[src/rtl/sram_arb_pkg.sv]
// Shared types and constants for the dual-port SRAM arbiter.
package sram_arb_pkg;

    localparam int unsigned NUM_PORTS = 2;
    localparam int unsigned RSP_DEPTH = 2;

    // Macro geometry; the arbiter's BITS/ADDR_WIDTH must match these.
    localparam int unsigned DATA_W = 32;
    localparam int unsigned ADDR_W = 14;

    typedef struct packed {
        logic              we;
        logic [ADDR_W-1:0] addr;
        logic [DATA_W-1:0] wdata;
        logic [DATA_W-1:0] wmask;
    } req_t;

    // Read issued last cycle whose data is on the macro output now.
    typedef struct packed {
        logic valid;
        logic port;
    } inflight_t;

endpackage

[src/rtl/sram_rsp_fifo.sv]
// Two-entry synchronous response FIFO; head is presented combinationally.
module sram_rsp_fifo #(
    parameter int unsigned BITS = 32
) (
    input  logic            clk_i,
    input  logic            rst_i,
    input  logic            push_i,
    input  logic [BITS-1:0] wdata_i,
    input  logic            pop_i,
    output logic [BITS-1:0] rdata_o,
    output logic            full_o,
    output logic            empty_o
);

    logic [BITS-1:0] mem_q [2];
    logic            wr_ptr_q;
    logic            rd_ptr_q;
    logic [1:0]      count_q;
    logic [1:0]      count_d;

    assign rdata_o = mem_q[rd_ptr_q];
    assign full_o  = (count_q == 2'd2);
    assign empty_o = (count_q == 2'd0);

    // Occupancy: simultaneous push and pop leave it unchanged.
    always_comb begin
        count_d = count_q;
        case ({push_i, pop_i})
            2'b10:   count_d = count_q + 2'd1;
            2'b01:   count_d = count_q - 2'd1;
            default: count_d = count_q;
        endcase
    end

    // Pointer and occupancy registers.
    always_ff @(posedge clk_i) begin
        if (rst_i) begin
            wr_ptr_q <= 1'b0;
            rd_ptr_q <= 1'b0;
            count_q  <= '0;
        end else begin
            if (push_i) wr_ptr_q <= ~wr_ptr_q;
            if (pop_i)  rd_ptr_q <= ~rd_ptr_q;
            count_q <= count_d;
        end
    end

    // Data storage, no reset needed.
    always_ff @(posedge clk_i) begin
        if (push_i) mem_q[wr_ptr_q] <= wdata_i;
    end

endmodule

[src/rtl/sram_1rw_arbiter.sv]
// Round-robin arbiter sharing one 1RW SRAM macro between two requesters,
// with credit-gated per-port read response FIFOs.
module sram_1rw_arbiter #(
    parameter int unsigned BITS       = 32,
    parameter int unsigned ADDR_WIDTH = 14,
    parameter int unsigned RSP_DEPTH  = 2
) (
    input  logic                    clk_i,
    input  logic                    rst_i,
    input  logic [1:0]              req_valid_i,
    output logic [1:0]              req_ready_o,
    input  logic [1:0]              req_we_i,
    input  logic [2*ADDR_WIDTH-1:0] req_addr_i,
    input  logic [2*BITS-1:0]       req_wdata_i,
    input  logic [2*BITS-1:0]       req_wmask_i,
    output logic [1:0]              rsp_valid_o,
    input  logic [1:0]              rsp_ready_i,
    output logic [2*BITS-1:0]       rsp_rdata_o,
    output logic                    sram_ce_o,
    output logic                    sram_we_o,
    output logic [ADDR_WIDTH-1:0]   sram_addr_o,
    output logic [BITS-1:0]         sram_wd_o,
    output logic [BITS-1:0]         sram_wmask_o,
    input  logic [BITS-1:0]         sram_rd_i
);

    import sram_arb_pkg::*;

    req_t                 req [NUM_PORTS];
    req_t                 gnt_req;
    logic [NUM_PORTS-1:0] elig;
    logic [NUM_PORTS-1:0] push;
    logic [NUM_PORTS-1:0] pop;
    logic [NUM_PORTS-1:0] fifo_full;
    logic [NUM_PORTS-1:0] fifo_empty;
    logic                 gnt_valid;
    logic                 gnt_port;
    logic                 rr_q;
    logic                 rr_d;
    inflight_t            infl_q;
    inflight_t            infl_d;

    for (genvar p = 0; p < NUM_PORTS; p++) begin : g_port
        localparam logic PID = 1'(p);

        logic [1:0] credit_q;
        logic [1:0] credit_d;
        logic       rd_grant;

        assign req[p] = '{
            we:    req_we_i[p],
            addr:  req_addr_i[p*ADDR_WIDTH +: ADDR_WIDTH],
            wdata: req_wdata_i[p*BITS +: BITS],
            wmask: req_wmask_i[p*BITS +: BITS]
        };

        // Reads need a free response slot; writes never consume one.
        assign elig[p]        = req_valid_i[p] && (req_we_i[p] || credit_q < 2'(RSP_DEPTH));
        assign rd_grant       = gnt_valid && (gnt_port == PID) && !req_we_i[p];
        assign push[p]        = infl_q.valid && (infl_q.port == PID);
        assign rsp_valid_o[p] = !fifo_empty[p] && !rst_i;
        assign pop[p]         = rsp_valid_o[p] && rsp_ready_i[p];

        // Credit tracks reads granted but not yet popped.
        always_comb begin
            credit_d = credit_q;
            case ({rd_grant, pop[p]})
                2'b10:   credit_d = credit_q + 2'd1;
                2'b01:   credit_d = credit_q - 2'd1;
                default: credit_d = credit_q;
            endcase
        end

        // Credit register.
        always_ff @(posedge clk_i) begin
            if (rst_i) credit_q <= '0;
            else       credit_q <= credit_d;
        end

        sram_rsp_fifo #(
            .BITS (BITS)
        ) u_fifo (
            .clk_i   (clk_i),
            .rst_i   (rst_i),
            .push_i  (push[p]),
            .wdata_i (sram_rd_i),
            .pop_i   (pop[p]),
            .rdata_o (rsp_rdata_o[p*BITS +: BITS]),
            .full_o  (fifo_full[p]),
            .empty_o (fifo_empty[p])
        );

        a_no_push_full: assert property (@(posedge clk_i) disable iff (rst_i)
            !(push[p] && fifo_full[p]));
    end

    // Round-robin pick among eligible ports; nothing is granted during reset.
    always_comb begin
        gnt_valid = 1'b0;
        gnt_port  = 1'b0;
        if (!rst_i) begin
            gnt_valid = |elig;
            gnt_port  = (&elig) ? rr_q : elig[1];
        end
    end

    assign gnt_req     = gnt_port ? req[1] : req[0];
    assign req_ready_o = {gnt_valid & gnt_port, gnt_valid & ~gnt_port};

    // Macro drive: granted request fields, all-zero when idle.
    always_comb begin
        sram_ce_o    = gnt_valid;
        sram_we_o    = 1'b0;
        sram_addr_o  = '0;
        sram_wd_o    = '0;
        sram_wmask_o = '0;
        if (gnt_valid) begin
            sram_we_o    = gnt_req.we;
            sram_addr_o  = gnt_req.addr;
            sram_wd_o    = gnt_req.wdata;
            sram_wmask_o = gnt_req.wmask;
        end
    end

    // Next pointer and in-flight tag.
    always_comb begin
        rr_d         = gnt_valid ? ~gnt_port : rr_q;
        infl_d.valid = gnt_valid && !gnt_req.we;
        infl_d.port  = gnt_port;
    end

    // Arbitration state; reset drops any in-flight read.
    always_ff @(posedge clk_i) begin
        if (rst_i) begin
            rr_q   <= 1'b0;
            infl_q <= '0;
        end else begin
            rr_q   <= rr_d;
            infl_q <= infl_d;
        end
    end

endmodule
[config.mk]
export PLATFORM = sky130hd
export DESIGN_NAME = sram_1rw_arbiter
export DESIGN_NICKNAME = d
export VERILOG_FILES = /design/src/rtl/sram_arb_pkg.sv /design/src/rtl/sram_rsp_fifo.sv /design/src/rtl/sram_1rw_arbiter.sv
export SDC_FILE = /design/constraint.sdc
export NUM_CORES = 1
export LEC_CHECK = 0
export BUFFER_PORTS_ARGS = -buffer_cell sky130_fd_sc_hd__buf_2
export CORE_AREA = 4 4 130 132
export CTS_CLUSTER_SIZE = 14
export DETAILED_ROUTE_END_ITERATION = 10
export DIE_AREA = 0 0 134 136
export PLACE_DENSITY = 0.7
export SYNTH_ARGS = -nofsm -noshare
export SYNTH_HDL_FRONTEND = slang
export SYNTH_HIERARCHICAL = 1
export SYNTH_SLANG_ARGS = --single-unit
export TNS_END_PERCENT = 50
[constraint.sdc]
create_clock -name clk_i -period 4.7 [get_ports clk_i]
set_clock_uncertainty 0.1 [all_clocks]
set_input_delay 0.94 -clock clk_i [delete_from_list [all_inputs] [get_ports clk_i]]
set_output_delay 0.94 -clock clk_i [all_outputs]
set_load 0.02 [all_outputs]
# --- After elaboration in Yosys (flattened, before gate mapping) ---
# Memory sizes are Yosys's and may differ from the RTL's. A register that Yosys moved wholly into a read port is not among the register bits.
# Index checks and enable logic that the tools add are counted.
word_totals:
  mem_bits_rw: 128
  reg_bits: 15
  memories: 2
  word_cells: 88
classes:
  bitwise_logic: 8
  reduce_logical: 29
  n_addsub: 8
  mux: 20
  order_cmp: 2
  n_eq_ne: 8
memory_table:
  columns: ["memory", "depth", "word_bits", "rd", "rd_ports_with_merged_regs", "write_ports", "line_no", "text"]
  rows:
  - ["g_port[0].u_fifo.mem_q", 2, 32, 1, 1, 1, "sram_rsp_fifo.sv:15", "logic [BITS-1:0] mem_q [2];"]
  - ["g_port[1].u_fifo.mem_q", 2, 32, 1, 1, 1, "sram_rsp_fifo.sv:15", null]
op_table:
  columns: ["operator", "count"]
  rows:
  - ["79-bit two-way mux", 1]
  - ["32-bit two-way mux", 2]
  - ["2-bit case mux with 2 select lines", 4]
  - ["14-bit two-way mux", 1]
  - ["1-bit logical AND", 13]
  - ["1-bit two-way mux", 12]
  - ["2-bit by 1-bit adder with 2-bit output, second input constant", 4]
  - ["2-bit by 1-bit == test with 1-bit output, second input constant", 4]
  - ["2-bit == test, second input constant", 4]
  - ["2-bit nonzero test", 4]
  - ["2-bit by 1-bit subtractor with 2-bit output, second input constant", 4]
  - ["1-bit zero test", 6]
  - ["1-bit NOT", 6]
  - ["2-bit zero test", 2]
  - ["2-bit less-than comparator, second input constant", 2]
  - ["1-bit bitwise AND", 2]
  - ["1-bit logical OR", 2]
  - ["2-bit AND reduction", 1]
  - ["2-bit OR reduction", 1]

# --- Depth between registers and ports, before layout ---
logic_depth:
  word_depth: 11
  depth_mapped: 10

# --- Hierarchy ---
# Netlist, hierarchy kept.
modules_own_cells:
  columns: ["module", "seq_area_each_um2", "area_each_um2", "cells_per_inst", "instances"]
  rows:
  - ["sram_rsp_fifo", 2021.9, 2513.7, 122, 2]
  - ["sram_1rw_arbiter", 140.1, 1226.2, 140, 1]

# --- Worst setup path after synthesis ---
# Ideal clock, no wire load.
synth_path:
  kind: "input to output"
  startpoint: "in rst_i"
  endpoint: "out sram_wd_o[10]"
  n_path_buf: 2
  stages: 5
  arrival_time_ns: 2.271
  setup_slack_ns: 1.389
  required_time_ns: 3.660
  path_cell_list: "buf_2 a211oi_4 mux2i_4 buf_6 a22o_1"
synth_via:
  elab_chain_len: 3
synth_lines:
  columns: ["element", "line_no", "text"]
  rows:
  - ["from (decl)", "sram_1rw_arbiter.sv:9", "input logic rst_i,"]
  - ["1-bit two-way mux", "sram_1rw_arbiter.sv:101", "if (!rst_i) begin"]
  - ["79-bit two-way mux", "sram_1rw_arbiter.sv:107", "assign gnt_req = gnt_port ? req[1] : req[0];"]
  - ["32-bit two-way mux *", "sram_1rw_arbiter.sv:117", "if (gnt_valid) begin"]
  - ["to (decl)", "sram_1rw_arbiter.sv:22", "output logic [BITS-1:0] sram_wd_o,"]
# Every way passes the cells marked *; elsewhere a longest branch is shown, timed or not.

# --- Worst setup path after layout ---
layout_path:
  startpoint: "in req_valid_i[1]"
  endpoint: "out sram_wd_o[30]"
layout_via:
  elab_chain_len: 6
layout_lines:
  columns: ["element", "line_no", "text"]
  rows:
  - ["from (decl)", "sram_1rw_arbiter.sv:10", "input logic [1:0] req_valid_i,"]
  - ["1-bit logical AND *", "sram_1rw_arbiter.sv:58", "assign elig[p] = req_valid_i[p] && (req_we_i[p] || credit_q < 2'(RSP_DEPTH));"]
  - ["2-bit AND reduction", "sram_1rw_arbiter.sv:103", "gnt_port = (&elig) ? rr_q : elig[1];"]
  - ["1-bit two-way mux", "sram_1rw_arbiter.sv:103", null]
  - ["1-bit two-way mux", "sram_1rw_arbiter.sv:101", null]
  - ["79-bit two-way mux", "sram_1rw_arbiter.sv:107", null]
  - ["32-bit two-way mux *", "sram_1rw_arbiter.sv:117", null]
# Marks and branches as above.

==> results.toml <==
[timing]
fmax_mhz = 252.5
timing.hold.ws_ns = 0.3814
period_minus_slack_ns = 3.960
finalHoldViolCount = 0
rsz0062_at_grt = "no"
tightest_slew_ns = 1.082
setup_viol_count_final = 0
fin_crit_sh = 0.8426
slew_viol_final = 0
tns_ns = 0
max-slew-margin-rel = 0.2770

[global_routing]
grt_usage = 0.2171
overflow = 0
antenna_found_initial = 1
grt_pass1_vias = 5050
grt_pass1_wl_um = 29500
grt_start_max_net_pins = 44

[layout]
final.fill_count = 1322
synthToLayoutAreaGrowth_pct = 39.39
fin_util = 0.5532
nNetsFinal = 926
fin_area_um2 = 8692
drive_gt1_frac = 0.6035
regArea_um2 = 4184
n_antenna_cell = 0
multi_input_area_um2 = 1857

[worst_setup_path]
reg2reg_slack_ns = 2.26
crit_fanout = 29
timing.rr.end = "g_port[0].credit_q[1]"
reg2reg_depth = 7
r2r_start = "g_port[1].credit_q[1]"
arrival_ns = 2.92
worstSetupPathType = "input pin to output port"
crit_required_ns = 3.66
endpoint_kind = "output port"
crit_path_start_kind = "input pin"

[worst_hold_path]
whs_path_depth = 2
hp-start = "rr_q"
hold_class = "register to register"
min_to = "rr_q"

[pwr]
switching_share = 0.2590
p_comb_frac = 0.164
netSwitchingPower_mw = 0.8555
internal-power_mw = 2.447
pwr_density_cell_nw_per_um2 = 380.0
p_total_mw = 3.303
p_clk_frac = 0.395
p_leak_nw = 3.720
seqPwrFrac = 0.442
ir_worst_vdd_v = 0.0002201

[routing]
drtIter0Drc = 264
finalWirelength_um = 20370
drtPass1Iterations = 5
via_per_inst = 5.089
drtAntennaViolNets = 0
vias = 4860
wl_per_cell_um = 21.33
drc = 0

[cts]
cts_setup_buffers = 0
clock-root-buffer = "clkbuf_16"
cts.path.max_buffers = 2
htree_levels = 4
clock_latency_ns = 0.41
cts_resized = 0
cts_tree = "yes"
cts_hold_buf = 0
clkSlewWorstSetupHoldPaths_ns = 0.06
clock-sinks = 145
numCtsBuffers = 17

[place]
io_buffers = 343
gp_congestion = 1.108
placed_area_um2 = 8107
dpl.hpwl_um = 15830

[synthesis]
yosys_warnings = 6
synth_fp_nets = 582
synth.avg_cell_area_um2 = 16.32
synth_cells = 382
syn-cell-area_um2 = 6236

[run]
maxCapViolations = 0

[outcome]
status = "finished, final reports clean"

[floorplan]
die_area_um2 = 18220
io_pins = 344
die_h_um = 136
rows = 46
coreArea_um2 = 15710
initial_core_util = 0.3969
die_w_um = 134
[how the worst max path moves through the flow]
stage                     to           start  cells after the start  slack (ns)
2_1_floorplan  sram_wd_o[10]           rst_i                      5        1.39
3_3_place_gp   sram_wd_o[30]  req_valid_i[1]                      7        0.82
3_5_place_dp   sram_wd_o[30]  req_valid_i[1]                      7        0.72
4_1_cts        sram_wd_o[30]  req_valid_i[1]                      7        0.72
5_1_grt        sram_wd_o[30]  req_valid_i[1]                      7        0.64
6_report       sram_wd_o[30]  req_valid_i[1]                      7        0.74
[through the flow]
stage | worst slack, ns | instances
after floorplan | 1.389 | 382
after global placement | 0.8227 | 923
after detailed placement | 0.7236 | 923
after CTS | 0.7245 | 955
after global routing | 0.6372 | 955
final | 0.7396 | 955
[sequential cells by signal (all words and copies together), names as in the netlist, named ones only]
register and cells:
g_port.credit_q 4, infl_q 2, g_port.u_fifo/mem_q 128, g_port.u_fifo/rd_ptr_q 2
g_port.u_fifo/wr_ptr_q 2, g_port.u_fifo/count_q 4, rr_q 1
[power by group through the flow]
stage | registers, mW | logic [mW] | clock network, mW
after floorplan | 1.48 | 0.311 | 0
after global placement | 1.48 | 0.528 | 0
after detailed placement | 1.49 | 0.540 | 0
after CTS | 1.46 | 0.542 | 1.32
after global routing | 1.46 | 0.572 | 1.39
final | 1.46 | 0.540 | 1.30
[worst max-delay path: stages]
cell and delay (ns):
buf_2 0.09, clkinv_1 0.13, a211oi_4 0.35, and2_2 0.58, buf_4 0.38, a22o_1 0.24
buf_2 0.19
[layout by cell type, fill, tap and decap left out, types with 2 or more instances in the layout]
cell type and count:
nor2_1 14, ha_1 4, nor2_4 2, buf_2 343
mux2_2 60, xor2_1 4, clkbuf_16 17, nand3b_1 2
clkinv_1 3, clkinv_4 6, a22o_1 80, inv_6 2
and2_1 6, or3_1 4, buf_4 8, bufinv_16 2
nand2_1 2, o21ai_0 4, edfxtp_1 128, dfxtp_1 17
mux2_1 4, xnor2_1 8, a21oi_1 5, inv_1 3
nand2b_1 3
[per-layer routing]
metal	track usage	share of wire	vias to the layer above
met1	0.2706	0.39	2326
met3	0.06810	0.099	42
met2	0.3622	0.49	290
li1	-	-	2200
met5	0	0.00034	-
met4	0.06914	0.023	2
[final cells by class]
class | count | share of cell area
Clock inverter | 14 | 0.01799
Sequential cell | 145 | 0.4814
Clock buffer | 18 | 0.04937
Timing Repair Buffer | 351 | 0.2044
Inverter | 5 | 0.002159
Multi-Input combinational cell | 206 | 0.2136
Tap cell | 216 | 0.03109
Power figures use the tool's default switching activity.
